--- src/rtl/if_stage_if.sv ---
// Fetch-stage bus: ROM port, downstream control and the IF/ID register outputs.
interface if_stage_if;
  logic [9:0]  rom_addr;
  logic [31:0] rom_rdata;
  logic        stall;
  logic        branch_taken;
  logic [31:0] branch_target;
  logic [31:0] pc_out;
  logic [31:0] inst_out;
  logic        valid_out;
  logic        fault;

  modport master (
    output rom_addr, pc_out, inst_out, valid_out, fault,
    input  rom_rdata, stall, branch_taken, branch_target
  );
  modport slave (
    input  rom_addr, pc_out, inst_out, valid_out, fault,
    output rom_rdata, stall, branch_taken, branch_target
  );
endinterface

--- src/rtl/if_stage.sv ---
// Instruction fetch stage: PC register, IF/ID register and a BOOT/RUN/FAULT sequencer.
// Every output comes from a flop, so the redirect and stall inputs never reach an output combinationally.
module if_stage #(
  parameter logic [31:0] RESET_PC  = 32'h0000_0000,
  parameter int          ROM_WORDS = 1024
) (
  input  logic          clk,
  input  logic          rst,
  if_stage_if.master    bus
);
  localparam logic [31:0] PC_LIMIT = 32'(4 * ROM_WORDS);

  typedef enum logic [1:0] {BOOT, RUN, FAULT} state_t;

  state_t      state_q, state_d;
  logic [31:0] pc_q, pc_d;
  logic [31:0] pc_out_q, pc_out_d;
  logic [31:0] inst_q, inst_d;
  logic        valid_q, valid_d;
  logic        fault_q, fault_d;
  logic [31:0] seq_pc;

  function automatic logic bad_pc(input logic [31:0] a);
    return (a[1:0] != 2'b00) || (a >= PC_LIMIT);
  endfunction

  assign seq_pc = pc_q + 32'd4;

  always_comb begin
    state_d  = state_q;
    pc_d     = pc_q;
    pc_out_d = pc_out_q;
    inst_d   = inst_q;
    valid_d  = valid_q;
    fault_d  = fault_q;
    case (state_q)
      BOOT: begin
        valid_d = 1'b0;
        if (bad_pc(pc_q)) begin
          state_d = FAULT;
          fault_d = 1'b1;
        end else begin
          state_d = RUN;
        end
      end
      RUN: begin
        if (bus.branch_taken) begin
          valid_d = 1'b0;
          if (bad_pc(bus.branch_target)) begin
            state_d = FAULT;
            fault_d = 1'b1;
          end else begin
            pc_d = bus.branch_target;
          end
        end else if (!bus.stall) begin
          pc_out_d = pc_q;
          inst_d   = bus.rom_rdata;
          valid_d  = 1'b1;
          // The last legal word is still delivered; the fault flag follows a cycle later.
          if (bad_pc(seq_pc)) state_d = FAULT;
          else                pc_d    = seq_pc;
        end
      end
      default: begin
        fault_d = 1'b1;
        valid_d = 1'b0;
      end
    endcase
  end

  always_ff @(posedge clk or posedge rst) begin
    if (rst) begin
      state_q  <= BOOT;
      pc_q     <= RESET_PC;
      pc_out_q <= 32'd0;
      inst_q   <= 32'd0;
      valid_q  <= 1'b0;
      fault_q  <= 1'b0;
    end else begin
      state_q  <= state_d;
      pc_q     <= pc_d;
      pc_out_q <= pc_out_d;
      inst_q   <= inst_d;
      valid_q  <= valid_d;
      fault_q  <= fault_d;
    end
  end

  assign bus.rom_addr  = pc_q[11:2];
  assign bus.pc_out    = pc_out_q;
  assign bus.inst_out  = inst_q;
  assign bus.valid_out = valid_q;
  assign bus.fault     = fault_q;
endmodule

--- src/flat_wrapper.sv ---
// flat-port wrapper written by rule: the top's interface ports become plain ports
module if_stage_flat 
#(
  parameter logic [31:0] RESET_PC  = 32'h0000_0000,
  parameter int          ROM_WORDS = 1024
)
  (clk, rst, bus_rom_addr, bus_pc_out, bus_inst_out, bus_valid_out, bus_fault, bus_rom_rdata, bus_stall, bus_branch_taken, bus_branch_target);
  if_stage_if bus_i ();
  input  logic clk;
  input  logic rst;
  output wire logic [$bits(bus_i.rom_addr)-1:0] bus_rom_addr;
  output wire logic [$bits(bus_i.pc_out)-1:0] bus_pc_out;
  output wire logic [$bits(bus_i.inst_out)-1:0] bus_inst_out;
  output wire logic [$bits(bus_i.valid_out)-1:0] bus_valid_out;
  output wire logic [$bits(bus_i.fault)-1:0] bus_fault;
  input wire logic [$bits(bus_i.rom_rdata)-1:0] bus_rom_rdata;
  input wire logic [$bits(bus_i.stall)-1:0] bus_stall;
  input wire logic [$bits(bus_i.branch_taken)-1:0] bus_branch_taken;
  input wire logic [$bits(bus_i.branch_target)-1:0] bus_branch_target;
  assign bus_rom_addr = bus_i.rom_addr;
  assign bus_pc_out = bus_i.pc_out;
  assign bus_inst_out = bus_i.inst_out;
  assign bus_valid_out = bus_i.valid_out;
  assign bus_fault = bus_i.fault;
  assign bus_i.rom_rdata = bus_rom_rdata;
  assign bus_i.stall = bus_stall;
  assign bus_i.branch_taken = bus_branch_taken;
  assign bus_i.branch_target = bus_branch_target;
  if_stage #(.RESET_PC(RESET_PC), .ROM_WORDS(ROM_WORDS)) u_core (.clk(clk), .rst(rst), .bus(bus_i));
endmodule
--- config.mk ---
export PLATFORM = sky130hd
export DESIGN_NAME = if_stage_flat
export DESIGN_NICKNAME = d
export VERILOG_FILES = /design/src/rtl/if_stage_if.sv /design/src/rtl/if_stage.sv /design/src/flat_wrapper.sv
export SDC_FILE = /design/constraint.sdc
export NUM_CORES = 1
export LEC_CHECK = 0
export ABC_AREA = 0
export CAP_MARGIN = 15
export CORE_UTILIZATION = 30
export CTS_CLUSTER_SIZE = 40
export DETAILED_ROUTE_END_ITERATION = 8
export DONT_BUFFER_PORTS = 1
export SETUP_SLACK_MARGIN = 0.1
export SLEW_MARGIN = 20
export SYNTH_ARGS = -nofsm -noshare
export SYNTH_HDL_FRONTEND = slang
export SYNTH_SLANG_ARGS = --single-unit
--- constraint.sdc ---
create_clock -name clk -period 4.18 [get_ports clk]
set_clock_uncertainty 0.05 [all_clocks]
set_input_delay 0.418 -clock clk [delete_from_list [all_inputs] [get_ports clk]]
set_output_delay 0.418 -clock clk [all_outputs]
set_load 0.03 [all_outputs]
==> impl_metrics.ini <==
[clocking]
clk_latency_ns = 0.35
cts_resized = 0
cts_sinks = 100
clk_pin_slew_ns = 0.07
cts_htree_levels = 3
cts.root.buffer_cell = clkbuf_16
hold_buffers = 0
postCtsSetupRepairBufs = 0
cts_buffers = 9
cts_tree = built
cts_buffer_depth = 2

[finish]
multiInputGateArea_um2 = 1900
final_area_um2 = 5000
antenna_cells = 0
layout.nets = 430
drive_gt1_share_pct = 26.6
register_area_um2 = 2500
area_growth_pct = 9.44
fill_cells = 1429

[pwr]
p_leak_nw = 2.33
irDropWorstVdd_uv = 213
powerDensity_nw_per_um2 = 393

[floorplanning]
core_um2 = 14700
die_x_um = 125
die_area_um2 = 15700
die_y_um = 125
rows = 44
start_util_pct = 31.1
pin_count = 144

[logic_synthesis]
synth-xor-area-share_pct = 0.958
netlist_area_um2 = 4570
netlist.area_leader.share_pct = 54.7
synthSimpleGateAreaFrac_pct = 15.7
yosysWarnings = 0
synth_adder_area_share_pct = 0.547
synthCells = 370
ys_async_sr_fraction_pct = 100
ys_types = 60
muxShareOfSynthArea_pct = 16.6
synthTopCellsByCount = dfrtp_1, mux2_2, and2_1
synth_compound_area_share_pct = 7.58
ys_seq_area_share_pct = 54.7
synth-edff-count = 0
ys_ff_latch = 100
synth_top_cell_by_area = dfrtp_1
synth.most_common_cell = dfrtp_1
synth_top_family_by_area = multiplexers
synth_area_per_cell_um2 = 12.4
synth.net_count = 440
synth-main-ff-cell = dfrtp_1
synth_area_leaders = dfrtp_1, mux2_2, and2_1

[setup_path]
worstSetupPathType = reg -> reg
crit_top_cell = nand4_1
end_kind = register
crit_path_start_kind = register
crit_family = simple AND/OR/NAND/NOR gates
worstPathRequired_ns = 4.39
cp.arrival_ns = 3.74
cp_max_fo = 8
worstPathCellList = ha_1 > and3_1 > nand4_1 > xnor2_1 > nor4_1 > nand4_1 > o31ai_4 > nor2_1 > a211oi_2
crit_slowest_cell = dfrtp_1
cpPeakStageDelay_ns = 0.64
path_buf_inv = 0

[sta]
maxSlewHeadroom_pct = 53.7
worst_slew_pin_slew_ns = 0.693
drv_slew = 0
rsz0062_at_grt = no
hold_violations = 18
setup_tns_ns = 0
fmax_mhz = 283
min_period_over_period_pct = 84.5
setup_viol = 0
holdWs_ns = -0.00727
min_period_ns = 3.53

[global_route]
grt_max_degree = 56
grt_pass1_wl_mm = 16.3
grt-ovfl-total = 0
first_global_vias = 2970
antenna_found_initial = 0
track_usage_pct = 13.6

[place]
finalWeightedCongestion = 0.962
placed_cell_area_um2 = 4690
portBuffers = 0
dp_hpwl_mm = 7.35

[routing]
drt_iter0_markers = 186
wl_per_cell_um = 18.7
vias = 2872
drtPass1Iterations = 6
remaining_drc_errors = 10
routed_wl_mm = 10.2
vias_per_cell = 5.24
ant_nets = 0

[outcome]
violations = DRC, hold timing
status = finished, violations left

[run]
drv_cap = 0

[hold_path]
hold_class = in -> async
stage by stage:
step	hold WS, ns	power (W)	util, %	setup WS, ns	std cells
floorplan	0.442	0.00108	-	1.09	370
global placement	0.379	0.00109	31.9	0.812	533
detailed placement	0.398	0.00110	31.9	0.721	533
CTS	0.0101	0.00201	34.0	0.670	548
global route	0.0368	0.00205	34.0	0.461	548
finish	-0.00727	0.00197	34.0	0.648	548
cells by family after synthesis:
group / Yosys count
simple gates: 119
mux: 68
flops: 100
compound gates: 44
xor+xnor: 5
buf+inv: 32
fa+ha+maj: 2
sequential cells by signal (all words and copies together), names as in the netlist:
signal / count
u_core.bus.valid_out: 1
u_core.state_q: 2
u_core.bus.fault: 1
u_core.bus.pc_out: 32
u_core.pc_q: 32
u_core.bus.inst_out: 32
power by group:
group          internal (W)  switching (W)
clock              0.000522       0.000372
sequential         0.000984      0.0000459
combinational     0.0000167      0.0000274
total               0.00152       0.000445
layout by cell type (no fill, tap or decap), types with 2 or more instances in the layout:
cell and count:
xor2_1 2, a311oi_1 3, a21o_1 2, a21oi_1 11, o21ai_0 2, nand4_1 7
a41o_1 2, nor3_1 9, nand3_1 8, o211ai_1 2, nand2_1 17, dfrtp_1 100
a211o_1 2, nor3_4 2, nand2b_1 2, and4_1 6, mux2_2 64, nand3b_1 2
clkbuf_16 9, or4_1 2, nor4_1 8, or3_1 3, and3_1 4, mux2i_1 4
xnor2_1 3, buf_4 3, inv_1 7, bufinv_16 2, clkinvlp_4 2, a211oi_1 2
and2_1 22, nor2_1 17, ha_1 2
layer usage:
metal,share of wire [%],up-vias,GRT usage [%]
met5,0,-,0
met4,1.3,0,4.59
met3,7.6,11,5.78
met2,48,90,21.5
met1,44,1456,16.7
li1,-,1315,-
cell type report:
cell class | instances | share of cell area (%)
well taps | 184 | 4.60
flip-flops and latches | 100 | 50.0
repair buffers | 3 | 0.450
clock buffers | 9 | 4.50
multi-input cells | 238 | 38.0
inverters | 8 | 0.650
clock inverters | 6 | 1.78
final timing paths:
check                                  startpoint  cells past startpoint                      end  slack (ns)
min in group clk                        bus_stall                      1     u_core.bus.valid_out        0.09
worst max-delay path               u_core.pc_q[3]                      9           u_core.pc_q[7]        0.65
worst min register to register  u_core.state_q[1]                      1        u_core.state_q[1]        0.49
max in group asynchronous                     rst                      2           u_core.pc_q[2]        3.07
worst min-delay path                          rst                      1  u_core.bus.inst_out[31]      -0.007
worst max register to register     u_core.pc_q[3]                      9           u_core.pc_q[7]        0.65
(Power assumes the default switching activity.)
